### src/rtl/acc_feeder_pkg.sv
// Shared types and defaults for the accumulator operand feeder.
// DATA_W_DEFAULT is also the accumulator's acc_in width.
package acc_feeder_pkg;

  localparam int DATA_W_DEFAULT = 8;
  localparam int DEPTH_DEFAULT  = 4;
  localparam int LEN_W_DEFAULT  = 4;

  typedef enum logic [1:0] {
    IDLE  = 2'd0,
    CLEAR = 2'd1,
    RUN   = 2'd2,
    DONE  = 2'd3
  } state_t;

endpackage

### src/rtl/acc_feeder_if.sv
// Producer-to-feeder operand stream.
// Handshake: a word transfers on a rising clk edge where in_valid & in_ready;
// in_data must be stable while in_valid is high, and in_ready never depends on in_valid.
interface acc_feeder_if #(
  parameter int DATA_W = acc_feeder_pkg::DATA_W_DEFAULT
);
  logic              in_valid;
  logic              in_ready;
  logic [DATA_W-1:0] in_data;

  modport master (output in_valid, output in_data, input in_ready);
  modport slave  (input in_valid, input in_data, output in_ready);
endinterface

### src/rtl/acc_feeder_fifo.sv
// Small synchronous FIFO; read data is the head entry (no write-to-read bypass).
module acc_feeder_fifo #(
  parameter int DATA_W = 8,
  parameter int DEPTH  = 4,
  localparam int AW    = $clog2(DEPTH),
  localparam int CW    = AW + 1
) (
  input  logic              clk,
  input  logic              rst,
  input  logic              push,
  input  logic              pop,
  input  logic [DATA_W-1:0] push_data,
  output logic              full,
  output logic              empty,
  output logic [CW-1:0]     count,
  output logic [DATA_W-1:0] rd_data
);

  logic [DATA_W-1:0] mem [DEPTH];
  logic [AW-1:0]     wr_ptr, rd_ptr;
  logic              do_push, do_pop;

  assign full    = (count == CW'(DEPTH));
  assign empty   = (count == '0);
  assign do_push = push & ~full;
  assign do_pop  = pop & ~empty;
  assign rd_data = mem[rd_ptr];

  always_ff @(posedge clk) begin
    if (do_push) mem[wr_ptr] <= push_data;
  end

  // DEPTH is a power of two, so pointer wrap is plain overflow.
  always_ff @(posedge clk or negedge rst) begin
    if (!rst) begin
      wr_ptr <= '0;
      rd_ptr <= '0;
      count  <= '0;
    end else begin
      if (do_push) wr_ptr <= wr_ptr + AW'(1);
      if (do_pop)  rd_ptr <= rd_ptr + AW'(1);
      case ({do_push, do_pop})
        2'b10:   count <= count + CW'(1);
        2'b01:   count <= count - CW'(1);
        default: count <= count;
      endcase
    end
  end

endmodule

### src/rtl/acc_feeder.sv
// Operand sequencer: buffers producer operands, then on start clears the
// accumulator and issues burst_len operands on acc_in, ending with a done pulse.
module acc_feeder
  import acc_feeder_pkg::*;
#(
  parameter int DATA_W = DATA_W_DEFAULT,
  parameter int DEPTH  = DEPTH_DEFAULT,
  parameter int LEN_W  = LEN_W_DEFAULT,
  localparam int CW    = $clog2(DEPTH) + 1
) (
  input  logic              clk,
  input  logic              rst,
  acc_feeder_if.slave       in_if,
  input  logic              start,
  input  logic [LEN_W-1:0]  burst_len,
  output logic              busy,
  output logic              acc_clr,
  output logic              acc_en,
  output logic [DATA_W-1:0] acc_in,
  output logic              done,
  output state_t            state_dbg,
  output logic [CW-1:0]     fifo_count_dbg
);

  state_t             state, state_next;
  logic [LEN_W-1:0]   cnt, cnt_next;
  logic [LEN_W-1:0]   len_q, len_next;
  logic               pop;
  logic               full, empty, push;
  logic [DATA_W-1:0]  rd_data;

  // in_ready is held low while reset is asserted even though the FIFO is empty.
  assign in_if.in_ready = rst & ~full;
  assign push           = in_if.in_valid & in_if.in_ready;

  acc_feeder_fifo #(.DATA_W(DATA_W), .DEPTH(DEPTH)) u_fifo (
    .clk       (clk),
    .rst       (rst),
    .push      (push),
    .pop       (pop),
    .push_data (in_if.in_data),
    .full      (full),
    .empty     (empty),
    .count     (fifo_count_dbg),
    .rd_data   (rd_data)
  );

  always_ff @(posedge clk or negedge rst) begin
    if (!rst) begin
      state  <= IDLE;
      cnt    <= '0;
      len_q  <= '0;
      acc_en <= 1'b0;
      acc_in <= '0;
    end else begin
      state  <= state_next;
      cnt    <= cnt_next;
      len_q  <= len_next;
      acc_en <= pop;
      if (pop) acc_in <= rd_data;
    end
  end

  always_comb begin
    state_next = state;
    cnt_next   = cnt;
    len_next   = len_q;
    pop        = 1'b0;
    case (state)
      IDLE: begin
        if (start) begin
          if (burst_len != '0) begin
            len_next   = burst_len;
            cnt_next   = '0;
            state_next = CLEAR;
          end else begin
            state_next = DONE;
          end
        end
      end
      CLEAR: state_next = RUN;
      RUN: begin
        // An empty FIFO stalls the burst without popping.
        if (!empty) begin
          pop      = 1'b1;
          cnt_next = cnt + LEN_W'(1);
          if (cnt_next == len_q) state_next = DONE;
        end
      end
      DONE:    state_next = IDLE;
      default: state_next = IDLE;
    endcase
  end

  assign busy      = (state == CLEAR) || (state == RUN);
  assign acc_clr   = (state == CLEAR);
  assign done      = (state == DONE);
  assign state_dbg = state;

endmodule
### src/flat_wrapper.sv
// flat-port wrapper written by rule: the top's interface ports become plain ports
module acc_feeder_flat import acc_feeder_pkg::*;
#(
  parameter int DATA_W = DATA_W_DEFAULT,
  parameter int DEPTH  = DEPTH_DEFAULT,
  parameter int LEN_W  = LEN_W_DEFAULT,
  localparam int CW    = $clog2(DEPTH) + 1
)
  (clk, rst, start, burst_len, busy, acc_clr, acc_en, acc_in, done, state_dbg, fifo_count_dbg, in_if_in_valid, in_if_in_data, in_if_in_ready);
  acc_feeder_if #(.DATA_W(DATA_W)) in_if_i ();
  input  logic clk;
  input  logic rst;
  input  logic start;
  input  logic [LEN_W-1:0] burst_len;
  output logic busy;
  output logic acc_clr;
  output logic acc_en;
  output logic [DATA_W-1:0] acc_in;
  output logic done;
  output state_t state_dbg;
  output logic [CW-1:0] fifo_count_dbg;
  input wire logic [$bits(in_if_i.in_valid)-1:0] in_if_in_valid;
  input wire logic [$bits(in_if_i.in_data)-1:0] in_if_in_data;
  output wire logic [$bits(in_if_i.in_ready)-1:0] in_if_in_ready;
  assign in_if_i.in_valid = in_if_in_valid;
  assign in_if_i.in_data = in_if_in_data;
  assign in_if_in_ready = in_if_i.in_ready;
  acc_feeder #(.DATA_W(DATA_W), .DEPTH(DEPTH), .LEN_W(LEN_W)) u_core (.clk(clk), .rst(rst), .in_if(in_if_i), .start(start), .burst_len(burst_len), .busy(busy), .acc_clr(acc_clr), .acc_en(acc_en), .acc_in(acc_in), .done(done), .state_dbg(state_dbg), .fifo_count_dbg(fifo_count_dbg));
endmodule
### config.mk
export PLATFORM = sky130hd
export DESIGN_NAME = acc_feeder_flat
export DESIGN_NICKNAME = d
export VERILOG_FILES = /design/src/rtl/acc_feeder_pkg.sv /design/src/rtl/acc_feeder_if.sv /design/src/rtl/acc_feeder_fifo.sv /design/src/rtl/acc_feeder.sv /design/src/flat_wrapper.sv
export SDC_FILE = /design/constraint.sdc
export NUM_CORES = 1
export LEC_CHECK = 0
export CAP_MARGIN = 15
export CORE_AREA = 2 2 75 77
export DETAILED_ROUTE_END_ITERATION = 6
export DIE_AREA = 0 0 77 79
export PLACE_DENSITY = 0.74
export REMOVE_ABC_BUFFERS = 1
export SETUP_SLACK_MARGIN = 0.15
export SYNTH_ARGS = -nofsm -noshare
export SYNTH_HDL_FRONTEND = slang
export SYNTH_SLANG_ARGS = --single-unit
### constraint.sdc
create_clock -name clk -period 2.2 [get_ports clk]
set_input_delay 0.44 -clock clk [delete_from_list [all_inputs] [get_ports clk]]
set_output_delay 0.44 -clock clk [all_outputs]
set_load 0.05 [all_outputs]
==> summary.md <==
| Metric | Value |
|---|---|
| Total grt overflow | 0 |
| IO Pins | 34 |
| Fmax | 508 MHz |
| Starting Density | 46.9% |
| Placer Congestion | 0.785 |
| Mapped Cells | 165 |
| ANT cells | 0 |
| Number of flops mapped to enable cells by yosys | 32 |
| Vias/cell | 5.10 |
| Routed Wire Length | 4.28 mm |
| Final Util | 60.8% |
| Crit path kind | reg -> reg |
| TritonRoute pass-1 iters | 5 |
| Slowest cell on the critical path | dfrtp_2 |
| Yosys cell types | 29 |
| Vias in the first global route | 1573 |
| Critical path data arrival time | 2230 ps |
| Crit path cell chain | ha_1, xor2_1, or3_1, or3_1, a31oi_1, o21a_1 |
| Clk buf depth | 2 |
| Placed cell count | 281 |
| DIE WIDTH | 77 µm |
| Core ar. | 0.00534 mm² |
| Worst Hold Class | in -> async |
| TNS Setup | 0 ps |
| Largest net degree at the start of global routing | 27 |
| Status | complete, no violations |
| # rows | 27 |
| Final Cycle Share | 89.5% |
| Post-Syn Area | 0.00250 mm² |
| Crit end category | flop |
| Skew final | 5.46 ps |
| Yosys Warn Count | 0 |
| TritonCTS clock tree | yes |
| RSZ-0062 raised after global routing | yes |
| CTS H-tree depth | 3 |
| Aggregate global-route resource usage | 16.5% |
| DR vias | 1514 |
| Port Buffers | 33 |
| Nets | 247 |
| Die area | 0.00608 mm² |
| Root Driver | clkbuf_8 |
| CTS buffer count | 9 |
| Initial DRC count | 129 |
| Most frequent CP cell | or3_1 |
| Routed WL per cell | 14.4 µm |
| Register area share after synthesis | 64.3% |
| Routed Antenna Nets | 0 |
| Non-Filler Instances | 297 |
| First-pass GRT wire length | 7.56 mm |
| Yosys reg bits | 58 |
| Slew Limit Headroom | 66.4% |
| Prevailing post-synth register cell | edfxtp_1 |
| Antenna violations before repair | 0 |
| Commonest non-fill, non-tap cell in the layout | edfxtp_1 |
| CTS Sinks | 58 |
| Count of final hold-check violations | 0 |
| CTS clk-pin slew, worst paths | 60 ps |
| Startpoint types | flop |
| Clock Latency Late Sink | 320 ps |
| DIE HEIGHT | 79 µm |
| Leakage power | 1.33 nW |
| Ys async rst share | 44.8% |
| Crit Path Max Fanout | 5 |
| Max Cap Viol | 0 |
| Layout cell share with drive strength beyond 1 | 23.6% |
| Syn-to-layout area delta | 29.5% |
| CP Data Required Time | 2460 ps |
| Final max-slew violation count | 0 |
| Area taken by multi-input logic gates | 843 µm² |
| CP peak stage delay | 450 ps |
| Register area | 0.00161 mm² |
| Peak VDD IR | 0.000622 V |
| Fillers | 445 |
| Slew of the pin with the lowest slew margin | 498 ps |
| Commonest non-fill, non-tap cells in the layout | 32 x edfxtp_1, 25 x dfrtp_1, 23 x clkdlybuf4s50_1 |
| Post-DP HPWL | 3.09 mm |
| Final Critical Period | 1970 ps |
| Synthesized area per cell | 15.2 µm² |
| Final setup vio count | 0 |
| Drc violations | 0 |
| Pwr/cell area | 1490 mW/mm² |
==> cell usage after synthesis, types with 2 or more instances <==
cell type	n	area share [%]
a21oi_1	3	0.60
a31oi_1	3	0.75
and2_1	2	0.50
and3_1	4	1.0
buf_2	2	0.40
clkbuf_1	2	0.30
dfrtp_1	26	26
edfxtp_1	32	38
ha_1	10	5.0
inv_1	10	1.5
mux2_2	12	5.4
mux4_2	8	7.2
nand2_1	9	1.3
nor2_1	4	0.60
nor3_1	3	0.60
o21ai_0	8	1.6
o22ai_1	2	0.50
or3_1	4	1.0
xnor2_1	7	2.4
xor2_1	5	1.7
==> sequential cells by signal, indices dropped and copies added (netlist names) <==
signal                cells
u_core.u_fifo.mem        32
u_core.u_fifo.wr_ptr      2
u_core.acc_in             8
u_core.u_fifo.count       3
u_core.state_dbg          2
u_core.cnt                4
u_core.len_q              4
u_core.acc_en             1
u_core.u_fifo.rd_ptr      2
==> kinds of logic after synthesis <==
| logic type | after synthesis | share of synthesized area [%] |
|---|---|---|
| AOI/OAI and AO/OA | 20 | 4.75 |
| adders and majority gates | 11 | 5.79 |
| DFF | 58 | 64.3 |
| xor gates and xnor gates | 12 | 4.20 |
| buffers and inverters | 14 | 2.20 |
| and+or+nand+nor | 29 | 5.74 |
| muxes | 21 | 13.0 |
==> stage by stage <==
stage | setup WS [ps] | total power, mW | area [µm²] | hold WS (ps)
6_report | 231 | 4.84 | 3240 | 230
5_1_grt | 93.5 | 5.17 | 3240 | 254
4_1_cts | 151 | 4.89 | 3220 | 509
2_1_floorplan | -936 | 3.31 | 2490 | 144
3_5_place_dp | -153 | 4.10 | 3060 | 496
3_3_place_gp | -142 | 4.05 | 3060 | 488
==> worst paths after layout <==
kind / endpoint / slack [ps] / startpoint / cells past startpoint
min in group clk: u_core.acc_in[4] / 500 / u_core.acc_in[4] / 1
max in group asynchronous: u_core.cnt[0] / 1690 / rst / 2
min reg2reg: u_core.acc_in[4] / 500 / u_core.acc_in[4] / 1
max: u_core.state_dbg[1] / 230 / u_core.cnt[0] / 6
max reg2reg: u_core.state_dbg[1] / 230 / u_core.cnt[0] / 6
min: u_core.acc_in[4] / 230 / rst / 2
==> area by class of cell <==
class | instances | share of cell area, %
Clock buffer | 11 | 4.36
Clock inverter | 5 | 0.617
Inverter | 10 | 1.16
Multi-Input combinational cell | 93 | 26.0
Sequential cell | 58 | 49.7
Tap cell | 72 | 2.78
Timing Repair Buffer | 48 | 15.4
==> repair_timing <==
action                     CTS  global route
setup endpoints to repair    1             8
gates resized for setup      1            10
setup buffers                0             0
hold buffers                 0             0
cloned                       0             0
==> report_power, final <==
| part | internal, mW | switching [mW] |
|---|---|---|
| Combinational | 1.04 | 1.32 |
| Sequential | 1.46 | 0.236 |
| Clock | 0.422 | 0.366 |
==> metal layers <==
metal | share of wire (%) | wire (µm) | track usage (%) | vias to the layer above
met4 | 0.80 | 34 | 7.50 | 0
met1 | 45 | 1930 | 22.3 | 758
li1 | - | - | - | 723
met3 | 3.8 | 164 | 4.55 | 2
met2 | 50 | 2150 | 25.1 | 31
met5 | 0 | 0 | 0 | -
==> critical path: cells and delay by family, from the launching register on <==
| kind | cells | cell delay, ps |
|---|---|---|
| and+or+nand+nor | 2 | 630 |
| DFF | 1 | 450 |
| adders and majority gates | 1 | 340 |
| AOI/OAI and AO/OA | 2 | 320 |
| xor gates and xnor gates | 1 | 180 |
(Power assumes the default switching activity.)
